File: src/rtl/app_loader_pkg.sv
// Purpose : shared constants for the application-core program loader peripheral.
// Latency : n/a (constants only).
// Backpr. : n/a.
package app_loader_pkg;

  // Register word offsets relative to BASE_ADDR
  localparam logic [1:0] REG_CTRL = 2'd0;
  localparam logic [1:0] REG_DATA = 2'd1;
  localparam logic [1:0] REG_PTR  = 2'd2;

  // CTRL bit positions
  localparam int CTRL_LOAD_BIT = 0;
  localparam int CTRL_WRAP_BIT = 8;

  // Default application pmem word-address width
  localparam int PMEM_AW_DEF = 13;

endpackage

File: src/rtl/app_loader_periph.sv
// Purpose : host-bus peripheral that streams 16-bit words into the application core's pmem.
// Latency : one pmem write strobe in the cycle after each accepted DATA write; per_dout combinational.
// Backpr. : none; one write per cycle accepted back-to-back, DATA writes dropped while LOAD=0.
//
// Ports: mclk/puc_rst (async active-high) host clock/reset; per_addr/per_din/per_en/per_we
// host peripheral bus, per_dout read data (0 when not addressed); smclk_en ignored;
// app_reset_n application reset; app_pmem_addr/dout/cen/wen application pmem write port.
// Build option: APP_LOADER_HOLD_ON_RESET_EN makes LOAD come out of reset set, keeping the
// application core in reset until the host clears LOAD.
module app_loader_periph
  import app_loader_pkg::*;
#(
  parameter logic [13:0] BASE_ADDR = 14'h0054,
  parameter int          PMEM_AW   = PMEM_AW_DEF
) (
  input  logic               mclk,
  input  logic               puc_rst,
  input  logic [13:0]        per_addr,
  input  logic [15:0]        per_din,
  input  logic               per_en,
  input  logic [1:0]         per_we,
  input  logic               smclk_en,
  output logic [15:0]        per_dout,
  output logic               app_reset_n,
  output logic [PMEM_AW-1:0] app_pmem_addr,
  output logic [15:0]        app_pmem_dout,
  output logic               app_pmem_cen,
  output logic [1:0]         app_pmem_wen
);

`ifdef APP_LOADER_HOLD_ON_RESET_EN
  localparam logic LOAD_RST = 1'b1;
`else
  localparam logic LOAD_RST = 1'b0;
`endif

  localparam logic [13:0]        CTRL_ADDR = BASE_ADDR + {12'd0, REG_CTRL};
  localparam logic [13:0]        DATA_ADDR = BASE_ADDR + {12'd0, REG_DATA};
  localparam logic [13:0]        PTR_ADDR  = BASE_ADDR + {12'd0, REG_PTR};
  localparam logic [PMEM_AW-1:0] PTR_ONE   = 1;
  localparam logic [PMEM_AW-1:0] PTR_MAX   = '1;

  logic               load;
  logic               wrap;
  logic [PMEM_AW-1:0] ptr;

  // smclk_en is part of the standard peripheral interface but has no role here
  logic unused_smclk_en;
  assign unused_smclk_en = smclk_en;

  // Address decode
  logic ctrl_hit, data_hit, ptr_hit, wr_en, rd_en;
  assign ctrl_hit = (per_addr == CTRL_ADDR);
  assign data_hit = (per_addr == DATA_ADDR);
  assign ptr_hit  = (per_addr == PTR_ADDR);
  assign wr_en    = per_en & (|per_we);
  assign rd_en    = per_en & ~(|per_we);

  // LOAD lives in the low byte, so only the low-lane enable writes it.
  // DATA and PTR writes are only honoured while loading.
  logic ctrl_wr, data_wr, ptr_wr;
  assign ctrl_wr = wr_en & ctrl_hit & per_we[0];
  assign data_wr = wr_en & data_hit & load;
  assign ptr_wr  = wr_en & ptr_hit  & load;

  always_ff @(posedge mclk or posedge puc_rst) begin
    if (puc_rst) begin
      load          <= LOAD_RST;
      wrap          <= 1'b0;
      ptr           <= '0;
      app_reset_n   <= ~LOAD_RST;
      app_pmem_cen  <= 1'b1;
      app_pmem_wen  <= 2'b11;
      app_pmem_addr <= '0;
      app_pmem_dout <= '0;
    end else begin
      app_reset_n  <= ~load;
      // Strobe is re-evaluated every cycle, so it lasts exactly one cycle per accepted write
      app_pmem_cen <= ~data_wr;
      app_pmem_wen <= data_wr ? ~per_we : 2'b11;

      if (data_wr) begin
        app_pmem_addr <= ptr;
        app_pmem_dout <= per_din;
        ptr           <= ptr + PTR_ONE;
        if (ptr == PTR_MAX) begin
          wrap <= 1'b1;
        end
      end

      if (ptr_wr) begin
        ptr <= per_din[PMEM_AW-1:0];
      end

      if (ctrl_wr) begin
        load <= per_din[CTRL_LOAD_BIT];
        // Only a rising LOAD edge starts a fresh image; re-writing 1 keeps the position
        if (!load && per_din[CTRL_LOAD_BIT]) begin
          ptr  <= '0;
          wrap <= 1'b0;
        end
      end
    end
  end

  // Read mux; zero when not addressed so it can be OR-ed onto the shared bus
  always_comb begin
    per_dout = '0;
    if (rd_en) begin
      if (ctrl_hit) begin
        per_dout[CTRL_LOAD_BIT] = load;
        per_dout[CTRL_WRAP_BIT] = wrap;
      end else if (ptr_hit) begin
        per_dout[PMEM_AW-1:0] = ptr;
      end
    end
  end

endmodule

File: config.mk
export PLATFORM = sky130hd
export DESIGN_NAME = app_loader_periph
export DESIGN_NICKNAME = d
export VERILOG_FILES = /design/src/rtl/app_loader_pkg.sv /design/src/rtl/app_loader_periph.sv
export SDC_FILE = /design/constraint.sdc
export NUM_CORES = 1
export LEC_CHECK = 0
export ABC_AREA = 1
export CAP_MARGIN = 5
export CORE_MARGIN = 2
export CORE_UTILIZATION = 47
export CTS_CLUSTER_DIAMETER = 30
export DETAILED_ROUTE_END_ITERATION = 10
export PLACE_DENSITY_LB_ADDON = 0.08
export SLEW_MARGIN = 40
export SYNTH_ARGS = -nofsm -noshare
export SYNTH_HDL_FRONTEND = slang
export SYNTH_SLANG_ARGS = --single-unit
File: constraint.sdc
create_clock -name mclk -period 2 [get_ports mclk]
set_input_delay 0.4 -clock mclk [delete_from_list [all_inputs] [get_ports mclk]]
set_output_delay 0.4 -clock mclk [all_outputs]
set_load 0.01 [all_outputs]
* Yosys cells after proc, flatten, opt, wreduce, memory -nomap -nowiden
Index checks and enable logic that the tools add are counted.
Word-level totals: bits in registers 48, input bits 36, output and inout port bits 49, logic and storage cells 43
Operators by class: add/subtract/negate cells 1, eq/ne operators 4, multiplexer cells 15, bitwise operators 12, reduce and logical (&&, ||, !) cells 3
Operators by type and width (number):
- 13-bit two-way mux | 6
- 14-bit by 7-bit == test with 1-bit output (second input constant) | 3
- 13-bit by 1-bit adder with 13-bit output (second input constant) | 1
- 13-bit == test (second input constant) | 1
- 1-bit bitwise AND | 8
- 7-bit two-way mux | 1
- 1-bit two-way mux | 6
- 4-bit two-way mux | 1
- 1-bit NOT | 3
- 2-bit two-way mux | 1
- 2-bit NOT | 1
- 2-bit OR reduction | 1
- 1-bit logical AND | 1
- 1-bit logical NOT | 1

* Depth between registers and ports, before layout
word-level depth 8, mapped depth 10, mapped depth without buffers 10

* Worst setup path after synthesis
No wires, ideal clock.
kind in2out, start in per_addr[9], end out per_dout[10], arrival time 1430 ps, required time 1600 ps, setup slack 170 ps, stages 6, path buffers 1, path through nor2_1 -> nand3_1 -> nor2_4 -> nand2_1 -> buf_2 -> nor3_1
Between the ends: word-level cells in the longest chain between the ends 4, elaborated cells between the ends (all ways) 5, classes of those cells eq/ne (2); mux (3)
RTL lines:
- start: declaration | RTL line app_loader_periph.sv:18 | input logic [13:0] per_addr,
- 14-bit by 7-bit == test with 1-bit output | RTL line app_loader_periph.sv:55 | assign ptr_hit = (per_addr == PTR_ADDR);
- 13-bit two-way mux | RTL line app_loader_periph.sv:113 | end else if (ptr_hit) begin
- 4-bit two-way mux * | RTL line app_loader_periph.sv:110 | if (ctrl_hit) begin
- 13-bit two-way mux * | RTL line app_loader_periph.sv:109 | if (rd_en) begin
- end: declaration | RTL line app_loader_periph.sv:23 | output logic [15:0] per_dout,
Mark *: on every way between the ends. The rest lies on a longest branch, timed or not.

* Final worst setup path
start in per_addr[11], end out per_dout[6]
Between the ends: word-level cells in the longest chain between the ends 4, elaborated cells between the ends (all ways) 5, classes of those cells eq/ne (2); mux (3)
RTL lines (RTL line):
- 14-bit by 7-bit == test with 1-bit output | app_loader_periph.sv:55
- 13-bit two-way mux | app_loader_periph.sv:113
- 7-bit two-way mux * | app_loader_periph.sv:110
- 13-bit two-way mux * | app_loader_periph.sv:109
Marks and branches as above.

==> impl_metrics.yaml <==
outcome:
  run_status: "finished clean"
floorplanning:
  die_x_um: 81.0
  fp.coreArea_um2: 5820
  start_util: 0.479
  die_y_um: 81.0
  io_pins: 85
  die_area_um2: 6560
  rows: 28
timing:
  worst_slack_ps: 33.9
  finalClockSkew_ps: 3.87
  timing.fmax_mhz: 509
  report.final.setup_viol: 0
  fin_crit_sh: 0.983
  rsz0062_at_grt: "true"
  fin_tns_setup_ps: 0
  hold_viol: 0
  finalCriticalPeriod_ps: 1970
  report.final.slew_viol_count: 0
drt:
  wl_per_cell_um: 13.4
  drtIter0Drc: 198
  dr_total_vias: 2949
  dr.pass1.iters: 4
  drt_wl_total_um: 8030
  avgViaCountPerCell: 4.93
  drcViolationCount: 0
  antenna_left: 0
setup_path:
  required_ps: 1600
  end_kind: "primary output"
  path_max_fanout: 7
  start_kind: "input pin"
  worstPathArrival_ps: 1570
  crit_type: "input pin to primary output"
power:
  power_density_nw_per_um2: 416
  p_switching_uw: 448
  power_frac_seq: 0.539
  peakVddDrop_mv: 0.369
  internal_power_mw: 1.36
  swShare: 0.248
  leakage_nw: 2.26
  finalPower_mw: 1.80
  power.share.clock: 0.345
  pwr-share-comb: 0.115
synthesis:
  synth_warnings: 0
  netlist_instances: 388
  synth_area_um2: 2790
  synth.distinct_cells: 30
  synth-async-reset-ratio: 1.00
  synth_top_area_cell: "dfrtp_1"
  synth_edf_count: 0
  ys_seq_elements: 48
  synth.avg_cell_area_um2: 7.18
  synth_area_leaders: "dfrtp_1 40%, nand2_1 17%, nor2_1 6.2%, inv_1 5.8%, dfstp_2 3.8%"
  netlist.area_leader.share: 0.395
  synth_flop_cell: "dfrtp_1"
  ys_seq_area_frac: 0.433
clocking:
  cts_made_buffers: 5
  path_clk_slew_ps: 90
  cts_max_level: 2
  clk_latency_ps: 300
  cts_tree: "built"
  root_buffer: "clkbuf_8"
  cts_sinks: 48
  clockBufferDepth: 2
layout:
  layout_common_cells: "121 x nand2_1, 51 x clkdlybuf4s50_1, 47 x buf_4"
  final_util: 0.745
  area.growth.synth_to_final_pct: 55.7
  finish.net_count: 559
  fillers: 468
  diodes: 0
  final_common_cell: "nand2_1"
  drive_above_1_share: 0.315
global_route:
  track_usage: 0.258
  grt_max_degree: 26
  grt-ovfl-total: 0
  grt_first_pass_wirelength_um: 13000
  grt_pass1_vias: 2792
  antenna_found_initial: 0
placed_design:
  gp_congestion: 0.907
  hpwl_um: 5630
  dp_slack_ps: -794
  io_buffers: 80
worst_hold_path:
  hold_class: "input pin to flop"
job:
  drv_cap: 0
[final cells by class]
type / count / area (µm²) / share of cell area
Multi-Input combinational cell: 277 / 1510 / 0.347
Timing Repair Buffer: 139 / 1240 / 0.285
Sequential cell: 48 / 1210 / 0.278
Inverter: 51 / 196 / 0.0453
Tap cell: 75 / 93.8 / 0.0216
Clock buffer: 6 / 82.6 / 0.0190
Clock inverter: 2 / 13.8 / 0.00317
[power by group through the flow]
stage	logic, mW	registers [mW]	clock network (mW)
3_3_place_gp	0.173	0.991	0
2_1_floorplan	0.0612	0.991	0
3_5_place_dp	0.176	0.991	0
6_report	0.208	0.972	0.623
4_1_cts	0.196	0.972	0.640
5_1_grt	0.227	0.973	0.673
[registers in the layout, summed over array words and instances (netlist names)]
| register | flops |
|---|---|
| app_pmem_addr | 13 |
| app_pmem_cen | 1 |
| app_pmem_dout | 16 |
| app_pmem_wen | 2 |
| app_reset_n | 1 |
| load | 1 |
| ptr | 13 |
| wrap | 1 |
[worst max-delay path, stage by stage]
cell and delay [ps]:
clkbuf_2 110, nor2_4 160, nand2_2 90, nor2_4 180, buf_6 130, nand2_4 50, nand3_4 100, buf_8 150
nor3_4 40, buf_2 130
[final timing paths]
path	start	endpoint	slack, ps	cells past startpoint
max in group asynchronous	puc_rst	app_pmem_wen[0]	1110	3
min in group asynchronous	puc_rst	app_pmem_dout[9]	360	2
worst min register to register	app_pmem_dout[13]	app_pmem_dout[13]	490	2
worst max-delay path	per_addr[11]	per_dout[6]	30	10
worst min-delay path	per_we[1]	app_pmem_wen[1]	330	2
worst max register to register	load	ptr[5]	380	11
[cells in the mapped netlist (2+ instances only)]
| cell type | n |
|---|---|
| nand2_1 | 127 |
| nor2_1 | 46 |
| dfrtp_1 | 44 |
| inv_1 | 43 |
| nand3_1 | 18 |
| nand4_1 | 15 |
| nor3_1 | 14 |
| o21ai_2 | 10 |
| a21oi_1 | 9 |
| o21ai_0 | 9 |
| inv_2 | 7 |
| o21ai_1 | 7 |
| buf_2 | 5 |
| buf_4 | 4 |
| dfstp_2 | 4 |
| nor2_4 | 4 |
| nand2_2 | 3 |
| nor2_2 | 3 |
| xor2_1 | 3 |
| buf_6 | 2 |
| clkbuf_1 | 2 |
[stage by stage]
| step | hold slack [ps] | instances | instance area (µm²) |
|---|---|---|---|
| after floorplan | 443 | 390 | 2790 |
| after global placement | 461 | 571 | 3940 |
| after detailed placement | 468 | 571 | 3940 |
| after CTS | 368 | 597 | 4300 |
| after global routing | 328 | 598 | 4340 |
| final | 327 | 598 | 4340 |
[routing by layer]
metal / vias up / wire [µm] / track usage
li1: 1480 / - / -
met1: 1376 / 3550 / 0.358
met2: 80 / 3940 / 0.423
met3: 13 / 397 / 0.0311
met4: 0 / 134 / 0.0780
met5: - / 0 / 0
[cell families after synthesis]
| logic type | count (synthesis) | share of synthesized area |
|---|---|---|
| flops | 48 | 0.433 |
| buf+inv | 65 | 0.106 |
| fa+ha+maj | 1 | 0.00449 |
| xor+xnor | 3 | 0.00944 |
| compound gates | 35 | 0.0764 |
| simple gates | 235 | 0.369 |
| other cells | 1 | 0.00135 |
[repair_timing]
| item | in CTS | in global routing |
|---|---|---|
| hold buffers | 0 | 0 |
| gates resized for setup | 129 | 38 |
| setup endpoints to repair | 13 | 24 |
| cloned | 2 | 0 |
| pin swaps | 15 | 14 |
| setup buffers | 16 | 3 |
Power figures use the tool's default switching activity.
